===== src/rtl/register_file_irq.sv =====
// rtl/register_file_irq.sv - register file with W1C status, interrupt mask and irq/ack handshake
//
// Register file placed between decode and execute: two write ports, NumReadPorts
// combinational read ports, and an interrupt block fed by the status register.
//   r0 : status. Bits [DW/2 +: NumIrq] read pending & mask; bits [NumIrq-1:0] read
//        busy_flags live; all other bits read 0. Writes are write-1-to-clear on pending.
//   r1 : interrupt mask, taken from bits [DW/2 +: NumIrq]; every r1 bit is stored.
//   r2..NumRegs-1 : general purpose.
// Optional feature macro: REGFILE_BYPASS_EN. When defined, a read of r1..rN that hits
// an address being written this cycle returns the write data (port 1 priority).
// When undefined, reads return the pre-edge register contents.
//
// Ports:
//   clk        rising-edge clock
//   _reset     asynchronous active-high reset
//   w_en       write enable per write port (2)
//   w_addr     write address per write port
//   w_data     write data per write port
//   r_addr     read address per read port
//   r_data     read data per read port (combinational)
//   int_flags  interrupt event levels, latched into pending every cycle
//   busy_flags live busy status, visible in r0
//   int_ack    acknowledge the interrupt currently reported on irq_id
//   irq        any pending & mask bit set
//   irq_id     lowest index of pending & mask; 0 when irq is low
module register_file_irq #(
  parameter int DataWidth    = 16,
  parameter int NumRegs      = 16,
  parameter int NumReadPorts = 2,
  parameter int NumIrq       = 8,
  localparam int AW = $clog2(NumRegs),
  localparam int IW = (NumIrq > 1) ? $clog2(NumIrq) : 1
) (
  input  logic                                   clk,
  input  logic                                   _reset,
  input  logic [1:0]                             w_en,
  input  logic [1:0][AW-1:0]                     w_addr,
  input  logic [1:0][DataWidth-1:0]              w_data,
  input  logic [NumReadPorts-1:0][AW-1:0]        r_addr,
  output logic [NumReadPorts-1:0][DataWidth-1:0] r_data,
  input  logic [NumIrq-1:0]                      int_flags,
  input  logic [NumIrq-1:0]                      busy_flags,
  input  logic                                   int_ack,
  output logic                                   irq,
  output logic [IW-1:0]                          irq_id
);

  localparam int Lo = DataWidth / 2;

  logic [DataWidth-1:0] regs [NumRegs];
  logic [NumIrq-1:0]    pending;
  logic [NumIrq-1:0]    mask;
  logic [NumIrq-1:0]    active;
  logic [NumIrq-1:0]    clr_w1c;
  logic [NumIrq-1:0]    clr_ack;
  logic [DataWidth-1:0] status;

  assign mask   = regs[1][Lo +: NumIrq];
  assign active = pending & mask;
  assign irq    = |active;

  // Lowest set index wins: scan from the top so the last hit is the lowest.
  always_comb begin
    irq_id = '0;
    for (int i = NumIrq - 1; i >= 0; i--) begin
      if (active[i]) irq_id = i[IW-1:0];
    end
  end

  // Clears from both write ports targeting r0 merge together.
  always_comb begin
    clr_w1c = '0;
    for (int p = 0; p < 2; p++) begin
      if (w_en[p] && (w_addr[p] == '0)) clr_w1c = clr_w1c | w_data[p][Lo +: NumIrq];
    end
  end

  // An ack only means something while an interrupt is actually being reported.
  assign clr_ack = (int_ack && irq) ? (NumIrq'(1) << irq_id) : '0;

  always_comb begin
    status                = '0;
    status[Lo +: NumIrq]  = active;
    status[NumIrq-1:0]    = busy_flags;
  end

  // regs[0] is never written; r0 reads come from the status word instead.
  always_ff @(posedge clk or posedge _reset) begin
    if (_reset) begin
      for (int i = 0; i < NumRegs; i++) regs[i] <= '0;
      pending <= '0;
    end else begin
      for (int i = 1; i < NumRegs; i++) begin
        if (w_en[1] && (w_addr[1] == AW'(i))) begin
          regs[i] <= w_data[1];
        end else if (w_en[0] && (w_addr[0] == AW'(i))) begin
          regs[i] <= w_data[0];
        end
      end
      // New events override clears arriving in the same cycle.
      pending <= (pending & ~clr_w1c & ~clr_ack) | int_flags;
    end
  end

  always_comb begin
    for (int p = 0; p < NumReadPorts; p++) begin
      if (r_addr[p] == '0) begin
        r_data[p] = status;
      end else begin
        r_data[p] = regs[r_addr[p]];
`ifdef REGFILE_BYPASS_EN
        if (w_en[1] && (w_addr[1] == r_addr[p])) begin
          r_data[p] = w_data[1];
        end else if (w_en[0] && (w_addr[0] == r_addr[p])) begin
          r_data[p] = w_data[0];
        end
`endif
      end
    end
  end

endmodule


===== config.mk =====
export PLATFORM = sky130hd
export DESIGN_NAME = register_file_irq
export DESIGN_NICKNAME = d
export VERILOG_FILES = /design/src/rtl/register_file_irq.sv
export SDC_FILE = /design/constraint.sdc
export NUM_CORES = 1
export LEC_CHECK = 0
export BUFFER_PORTS_ARGS = -buffer_cell sky130_fd_sc_hd__buf_2
export CORE_MARGIN = 3
export CORE_UTILIZATION = 60
export CTS_CLUSTER_DIAMETER = 30
export DETAILED_ROUTE_END_ITERATION = 6
export PLACE_DENSITY_LB_ADDON = 0.3
export REMOVE_ABC_BUFFERS = 1
export SLEW_MARGIN = 40
export SYNTH_ARGS = -nofsm -noshare
export SYNTH_HDL_FRONTEND = slang
export SYNTH_SLANG_ARGS = --single-unit
export TNS_END_PERCENT = 5

===== constraint.sdc =====
create_clock -name clk -period 21.5 [get_ports clk]
set_input_delay 2.15 -clock clk [delete_from_list [all_inputs] [get_ports clk]]
set_output_delay 2.15 -clock clk [all_outputs]
set_load 0.1 [all_outputs]

=== Word level (Yosys, flattened, before mapping) ===
Index checks and enable logic that the tools add are counted.
W data, S select, Z words.

* Word-level logic and storage cells: 160
* Bits of input ports: 69
* Flip-flop bits (word level): 248

* Magnitude comparators: 2
* Muxes and demuxes: 49
* Reduce and logical (&&, ||, !) cells: 53
* Bitwise operators: 9
* Equality and inequality tests: 30
* Shift operators: 1

{| class="wikitable"
|+ Operator list
! kind !! number
|-
| $mux W16 || 36
|-
| $bmux W16 S4 || 2
|-
| $eq A4 B4 Y1 const B || 16
|-
| $logic_and A1 B1 Y1 || 33
|-
| $eq A4 B3 Y1 const B || 8
|-
| $reduce_bool A2 Y1 || 15
|-
| $and A8 B8 Y8 || 3
|-
| $mux W3 || 8
|-
| $mux W8 || 3
|-
| $eq A4 B2 Y1 const B || 4
|-
| $logic_not A4 Y1 || 4
|-
| $not A8 Y8 || 2
|-
| $or A8 B8 Y8 || 2
|-
| $ge A5 B5 Y1 const B || 2
|-
| $not A4 Y5 || 2
|-
| $eq A4 B1 Y1 const B || 2
|-
| $reduce_or A8 Y1 || 1
|-
| $shl A1 B3 Y8 const A || 1
|}

=== Longest topological paths before layout ===
Gate-level depths: netlist (run 1).

* Word-level depth: 14
* Mapped depth: 8
* Mapped depth without buffers: 5

=== Worst setup path before layout (run 1) ===
No wires, ideal clock.

* Path kind: input to output
* Start point: input r_addr[1] in the netlist's numbering
* End point: output r_data[4] in the netlist's numbering
* Setup slack: 13.982 ns
* Stages on the path: 7
* Data required time: 19.350 ns
* Arrival time: 5.368 ns
* Path through: buf_2 nor2b_1 clkbuf_1 buf_2 a221oi_1 a21oi_1 o31ai_1

{| class="wikitable"
|+ RTL lines
! what !! RTL line !! RTL
|-
| start, declared || 39 || <nowiki>input logic [NumReadPorts-1:0][AW-1:0] r_addr,</nowiki>
|-
| end, declared || 40 || <nowiki>output logic [NumReadPorts-1:0][DataWidth-1:0] r_data,</nowiki>
|}

==> results.py, run 1 <==
metrics = {
    "status": {
        "status": "finished clean",
    },
    "critical_path": {
        "r2r_slack_ns": 19.67,
        "reg2reg_depth": 4,
        "r2r_end": "pending[7]",
        "setup.worst_path.start_class": "input port",
        "rr_startpoint": "mask[5]",
        "crit_type": "input port to primary output",
        "cp.required_ns": 19.35,
        "cp-end-kind": "primary output",
        "crit_fanout": 39,
        "cp_data_arrival_time_ns": 5.23,
    },
    "clock_network": {
        "clkTransAtPathRegs_ns": 0.04,
        "numCtsBuffers": 55,
        "cts_resized": 0,
        "ctsHoldBuffers": 0,
        "ctsHtreeMaxLevel": 2,
        "cts.sinks": 248,
        "cts_tree": "built",
        "clock_latency_ns": 0.55,
        "cts_setup_buffers": 0,
        "cts_buffer_depth": 3,
        "root_buffer": "clkbuf_16",
    },
    "timing": {
        "slew_violations": 0,
        "tns_ns": 0,
        "finalCritPeriodShare": 0.343,
        "rsz0062_at_grt": "false",
        "hold_viol_final": 0,
        "max_freq_ghz": 0.136,
        "slew_headroom": 0.390,
        "worst_pin_slew_ns": 0.912,
        "finalSetupViolations": 0,
        "hold_ws_ns": 0.515,
        "min_period_ns": 7.38,
        "fin_skew_ns": 0.0138,
    },
    "global_routing": {
        "grt_pass1_vias": 13700,
        "gr-usage-met3": 0.0874,
        "gr-max-usage-layer": "met2",
        "grt_pass1_wl_mm": 80.4,
        "met2_usage": 0.569,
        "antenna_found_initial": 2,
        "grt_max_degree": 142,
        "gr-usage-all-layers": 0.366,
        "met1_usage": 0.463,
        "grt-ovfl-total": 0,
    },
    "flow_run": {
        "cap_violations": 0,
    },
    "place": {
        "gp_congestion": 0.866,
        "post-place-cells": 1883,
        "port_buffers": 104,
        "placed_area_um2": 16600,
        "dp_hpwl_mm": 30.5,
    },
    "routing": {
        "wl_per_cell_um": 26.8,
        "vias": 13800,
        "drc": 0,
        "viasPerCell": 6.94,
        "ant_nets": 0,
        "routed_wl_mm": 53.2,
        "drt_iter0_drc": 1963,
        "dr.pass1.iters": 6,
    },
    "die": {
        "row_count": 59,
        "pin_count": 105,
        "core_um2": 26100,
        "die_area_um2": 28600,
        "start_util": 0.612,
        "die_w_um": 169,
        "fp.dieH_um": 169,
    },
    "cells_and_area": {
        "finalInstanceArea_um2": 18700,
        "multiInputGateArea_um2": 9000,
        "fillerInstances": 1848,
        "num-nets-final": 1676,
        "finalNonFillerCells": 1987,
        "utilization": 0.714,
        "register_area_um2": 6210,
        "syn2layout_area_growth_pct": 16.8,
        "layout-drive-gt1-share": 0.234,
    },
    "hold_path": {
        "hold_path.class": "flip-flop to flip-flop",
        "hold_depth": 1,
        "min_to": "pending[0]",
        "hold_start": "pending[0]",
    },
    "synthesis": {
        "synth_area_um2": 16000,
        "synthCells": 1562,
        "synth_seq_cells": 248,
        "async_reset_ff_frac": 1.00,
        "synth_area_per_cell_um2": 10.2,
        "ys_types": 55,
        "ys_warn_count": 16,
        "synth_top_flop_cell": "dfrtp_1",
        "ys_seq_area_frac": 0.388,
        "synth_edf_count": 0,
    },
    "power_and_ir_drop": {
        "p_per_area_nw_per_um2": 115,
        "vdd_drop_max_v": 0.0000925,
        "total_leakage_power_nw": 7.86,
    },
}
==> per-layer routing <==
layer	routed length (µm)	vias to the layer above	part of all wire
met5	0	-	0
met4	3550	0	0.067
met3	5930	265	0.11
met2	24600	975	0.46
met1	19100	6718	0.36
li1	-	5831	-
==> cells in the final DEF (no fill, tap or decap), drive strengths merged, types with 7 or more instances in the layout <==
cell,count
mux2i,274
dfrtp,248
a21oi,193
nor2,193
buf,147
nand2,125
mux4,98
o21ai,95
clkbuf,69
mux2,24
a22oi,23
inv,14
a211oi,13
clkinv,13
nand3,10
bufinv,10
a31oi,8
a221oi,8
nor2b,7
nor3,7
==> kinds of logic (layout without fill, tap and decap cells) <==
| logic type | Yosys count | after routing | share of synthesized area |
|---|---|---|---|
| simple gates | 371 | 371 | 0.100 |
| flops | 248 | 248 | 0.388 |
| mux | 396 | 396 | 0.327 |
| buf+inv | 170 | 258 | 0.0509 |
| compound gates | 377 | 377 | 0.134 |
| other cells | 0 | 2 | 0 |
==> registers in the layout (all words and copies together), names as in the netlist <==
name	flops
mask	8
regs	232
pending	8
==> through the flow <==
stage | setup WS, ns | power (W)
2_1_floorplan | 12.54 | 0.00109
3_3_place_gp | 14.25 | 0.00121
3_5_place_dp | 14.20 | 0.00123
4_1_cts | 14.24 | 0.00213
5_1_grt | 14.11 | 0.00222
6_report | 14.12 | 0.00214
==> critical path, stage by stage <==
cell and delay (ns):
buf_2 0.61, buf_4 0.62, inv_2 0.26, nor2_1 0.47
a22oi_1 0.16, mux4_2 0.48, o21a_1 0.14, buf_2 0.30
==> synth_stat cells, drive strengths merged (2+ instances only) <==
| cell | count | area [µm²] |
|---|---|---|
| mux2i | 274 | 2740 |
| dfrtp | 248 | 6210 |
| a21oi | 193 | 966 |
| nor2 | 193 | 785 |
| nand2 | 125 | 469 |
| mux4 | 98 | 2210 |
| o21ai | 95 | 475 |
| clkbuf | 88 | 330 |
| buf | 71 | 442 |
| mux2 | 24 | 270 |
| a22oi | 23 | 173 |
| a211oi | 13 | 97.6 |
| inv | 11 | 41.3 |
| nand3 | 10 | 50.1 |
| a221oi | 8 | 70.1 |
| a31oi | 8 | 50.1 |
| nor2b | 7 | 43.8 |
| nor3 | 7 | 50.1 |
| a31o | 6 | 52.6 |
| nand2b | 6 | 37.5 |
| or3 | 6 | 37.5 |
| o22ai | 4 | 25.0 |
| a2111oi | 3 | 26.3 |
| a311oi | 3 | 26.3 |
| nor3b | 3 | 22.5 |
| o21a | 3 | 22.5 |
| o22a | 3 | 26.3 |
| or2 | 3 | 18.8 |
| a211o | 2 | 17.5 |
| a21o | 2 | 15.0 |
| a41o | 2 | 20.0 |
| and3 | 2 | 12.5 |
| nand3b | 2 | 15.0 |
| nor4 | 2 | 12.5 |
| o31ai | 2 | 15.0 |
| or3b | 2 | 20.0 |
==> final cells by class <==
class | instances | share of cell area
Antenna cell | 2 | 0.000268
Clock buffer | 69 | 0.0826
Clock inverter | 31 | 0.0236
Inverter | 11 | 0.00288
Multi-Input combinational cell | 1144 | 0.482
Sequential cell | 248 | 0.332
Tap cell | 335 | 0.0225
Timing Repair Buffer | 147 | 0.0534
==> worst max path at each step <==
stage	startpoint	end	slack, ns	depth (start not counted)
2_1_floorplan	_reset	mask[0]	12.54	1
3_3_place_gp	r_addr[5]	r_data[20]	14.25	8
3_5_place_dp	r_addr[5]	r_data[20]	14.20	8
4_1_cts	r_addr[5]	r_data[20]	14.24	8
5_1_grt	r_addr[5]	r_data[20]	14.11	8
6_report	r_addr[5]	r_data[20]	14.12	8
==> power by group <==
part / switching (W) / internal (W)
Combinational: 0.000328 / 0.000226
Sequential: 0.000105 / 0.000587
Clock: 0.000273 / 0.000623
Total: 0.000705 / 0.00144
(Power assumes the default switching activity.)
==> run 2, diff against run 1 <==
==> constraint.sdc (replaced) <==
create_clock -name clk -period 7.6 [get_ports clk]
set_input_delay 0.76 -clock clk [delete_from_list [all_inputs] [get_ports clk]]
set_output_delay 0.76 -clock clk [all_outputs]
set_load 0.1 [all_outputs]
==> run 2 against run 1 <==
Setup slack got worse by 11 ns. Critical path depth rose by 1. Wire length is 1.7% lower. Count of clock-buffer cells in the layout increased by 4. Critical path type unchanged. Largest cell class unchanged. Sequential share of layout area grew 0.23 points.
==> results.py, run 2 (synthesis gave the netlist of run 1 again) <==
metrics = {
    "timing": {
        "max_freq_ghz": 0.237,
        "hold_viol_final": 0,
        "tns_ns": 0,
        "finalSetupViolations": 0,
        "rsz0062_at_grt": "false",
        "worst_pin_slew_ns": 0.903,
        "slew_headroom": 0.398,
        "finalCritPeriodShare": 0.554,
        "fin_skew_ns": 0.00950,
        "slew_violations": 0,
        "min_period_ns": 4.21,
    },
    "die": {
        "start_util": 0.612,
        "core_um2": 26100,
        "row_count": 59,
        "die_w_um": 169,
        "pin_count": 105,
        "fp.dieH_um": 169,
        "die_area_um2": 28600,
    },
    "critical_path": {
        "crit_fanout": 35,
        "rr_startpoint": "mask[5]",
        "cp.required_ns": 6.84,
        "crit_type": "input port to primary output",
        "cp-end-kind": "primary output",
        "r2r_slack_ns": 5.72,
        "setup.worst_path.start_class": "input port",
        "r2r_end": "pending[7]",
        "cp_data_arrival_time_ns": 3.45,
        "reg2reg_depth": 4,
    },
    "cells_and_area": {
        "num-nets-final": 1674,
        "layout-drive-gt1-share": 0.233,
        "finalNonFillerCells": 1984,
        "syn2layout_area_growth_pct": 16.0,
        "final_common_cell": "mux2i_1",
        "antenna_cells": 0,
        "mostFrequentLayoutCells": "mux2i_1 (274), dfrtp_1 (248), a21oi_1 (193), nor2_1 (183), nand2_1 (125)",
        "regMostFlops": "regs",
        "largest_reg_flops": 232,
    },
    "routing": {
        "vias": 13700,
        "wl_per_cell_um": 26.4,
        "drt_iter0_drc": 1816,
        "drc": 0,
        "ant_nets": 0,
        "viasPerCell": 6.89,
        "dr.pass1.iters": 5,
        "routed_wl_mm": 52.3,
    },
    "clock_network": {
        "cts_resized": 0,
        "clkTransAtPathRegs_ns": 0.04,
        "cts_tree": "built",
        "ctsHoldBuffers": 0,
        "cts_setup_buffers": 0,
        "cts.sinks": 248,
        "ctsHtreeMaxLevel": 2,
        "clock_latency_ns": 0.55,
        "root_buffer": "clkbuf_16",
        "numCtsBuffers": 55,
        "cts_buffer_depth": 3,
    },
    "place": {
        "gp_congestion": 0.895,
        "dp_hpwl_mm": 30.4,
        "port_buffers": 104,
        "post-place-cells": 1882,
    },
    "global_routing": {
        "grt-ovfl-total": 0,
        "grt_max_degree": 105,
        "grt_pass1_wl_mm": 80.0,
        "antenna_found_initial": 2,
        "gr-usage-all-layers": 0.367,
        "grt_pass1_vias": 13700,
    },
    "status": {
        "status": "finished clean",
    },
    "power_and_ir_drop": {
        "total_power_w": 0.00590,
        "p_per_area_nw_per_um2": 318,
        "vdd_drop_max_v": 0.000248,
        "total_leakage_power_nw": 7.79,
    },
    "hold_path": {
        "hold_path.class": "input port to async pin",
    },
    "flow_run": {
        "cap_violations": 0,
    },
}
## run 2: per-stage QoR
step | setup slack [ns] | utilization | hold WS (ns) | instance area, µm²
2_1_floorplan | 0.0251 | - | 0.488 | 15200
3_3_place_gp | 3.09 | 0.629 | 0.500 | 16400
3_5_place_dp | 3.35 | 0.636 | 0.524 | 16600
4_1_cts | 3.35 | 0.708 | 0.378 | 18500
5_1_grt | 3.22 | 0.709 | 0.382 | 18500
6_report | 3.39 | 0.709 | 0.311 | 18500
## run 2: worst max path at each step
stage / startpoint / endpoint / slack (ns) / cells past startpoint
3_5_place_dp: r_addr[4] / r_data[28] / 3.35 / 6
4_1_cts: r_addr[4] / r_data[28] / 3.35 / 6
6_report: r_addr[1] / r_data[13] / 3.39 / 9
5_1_grt: r_addr[1] / r_data[13] / 3.22 / 9
3_3_place_gp: r_addr[5] / r_data[25] / 3.09 / 7
2_1_floorplan: _reset / mask[0] / 0.03 / 1
## run 2: final cells by class
cell class,count,area (µm²)
clock buffer,73,1560
clock inverter,28,320
fill,1885,7590
inverter,11,48.8
multi-input combinational,1144,9000
sequential,248,6210
tap,335,419
timing repair buffer,145,981
## run 2: routing by layer
layer / routed length, µm / vias up / global-route usage
met5: 27 / - / 0
met4: 3320 / 4 / 0.217
met3: 5310 / 256 / 0.0797
met2: 24500 / 931 / 0.579
met1: 19100 / 6661 / 0.470
li1: - / 5823 / -
## run 2: critical path, cell delays in order
cell	delay, ns
buf_4	0.47
buf_4	0.52
nor2b_1	0.19
buf_4	0.31
a22oi_1	0.14
o21ai_1	0.16
a311oi_1	0.07
a21oi_1	0.31
buf_2	0.50
## run 2: power by group
group / switching, W / total [W] / leakage [nW] / internal, W
Combinational: 0.000920 / 0.00156 / 3.97 / 0.000636
Clock: 0.000753 / 0.00238 / 0.921 / 0.00163
Sequential: 0.000299 / 0.00196 / 2.90 / 0.00166
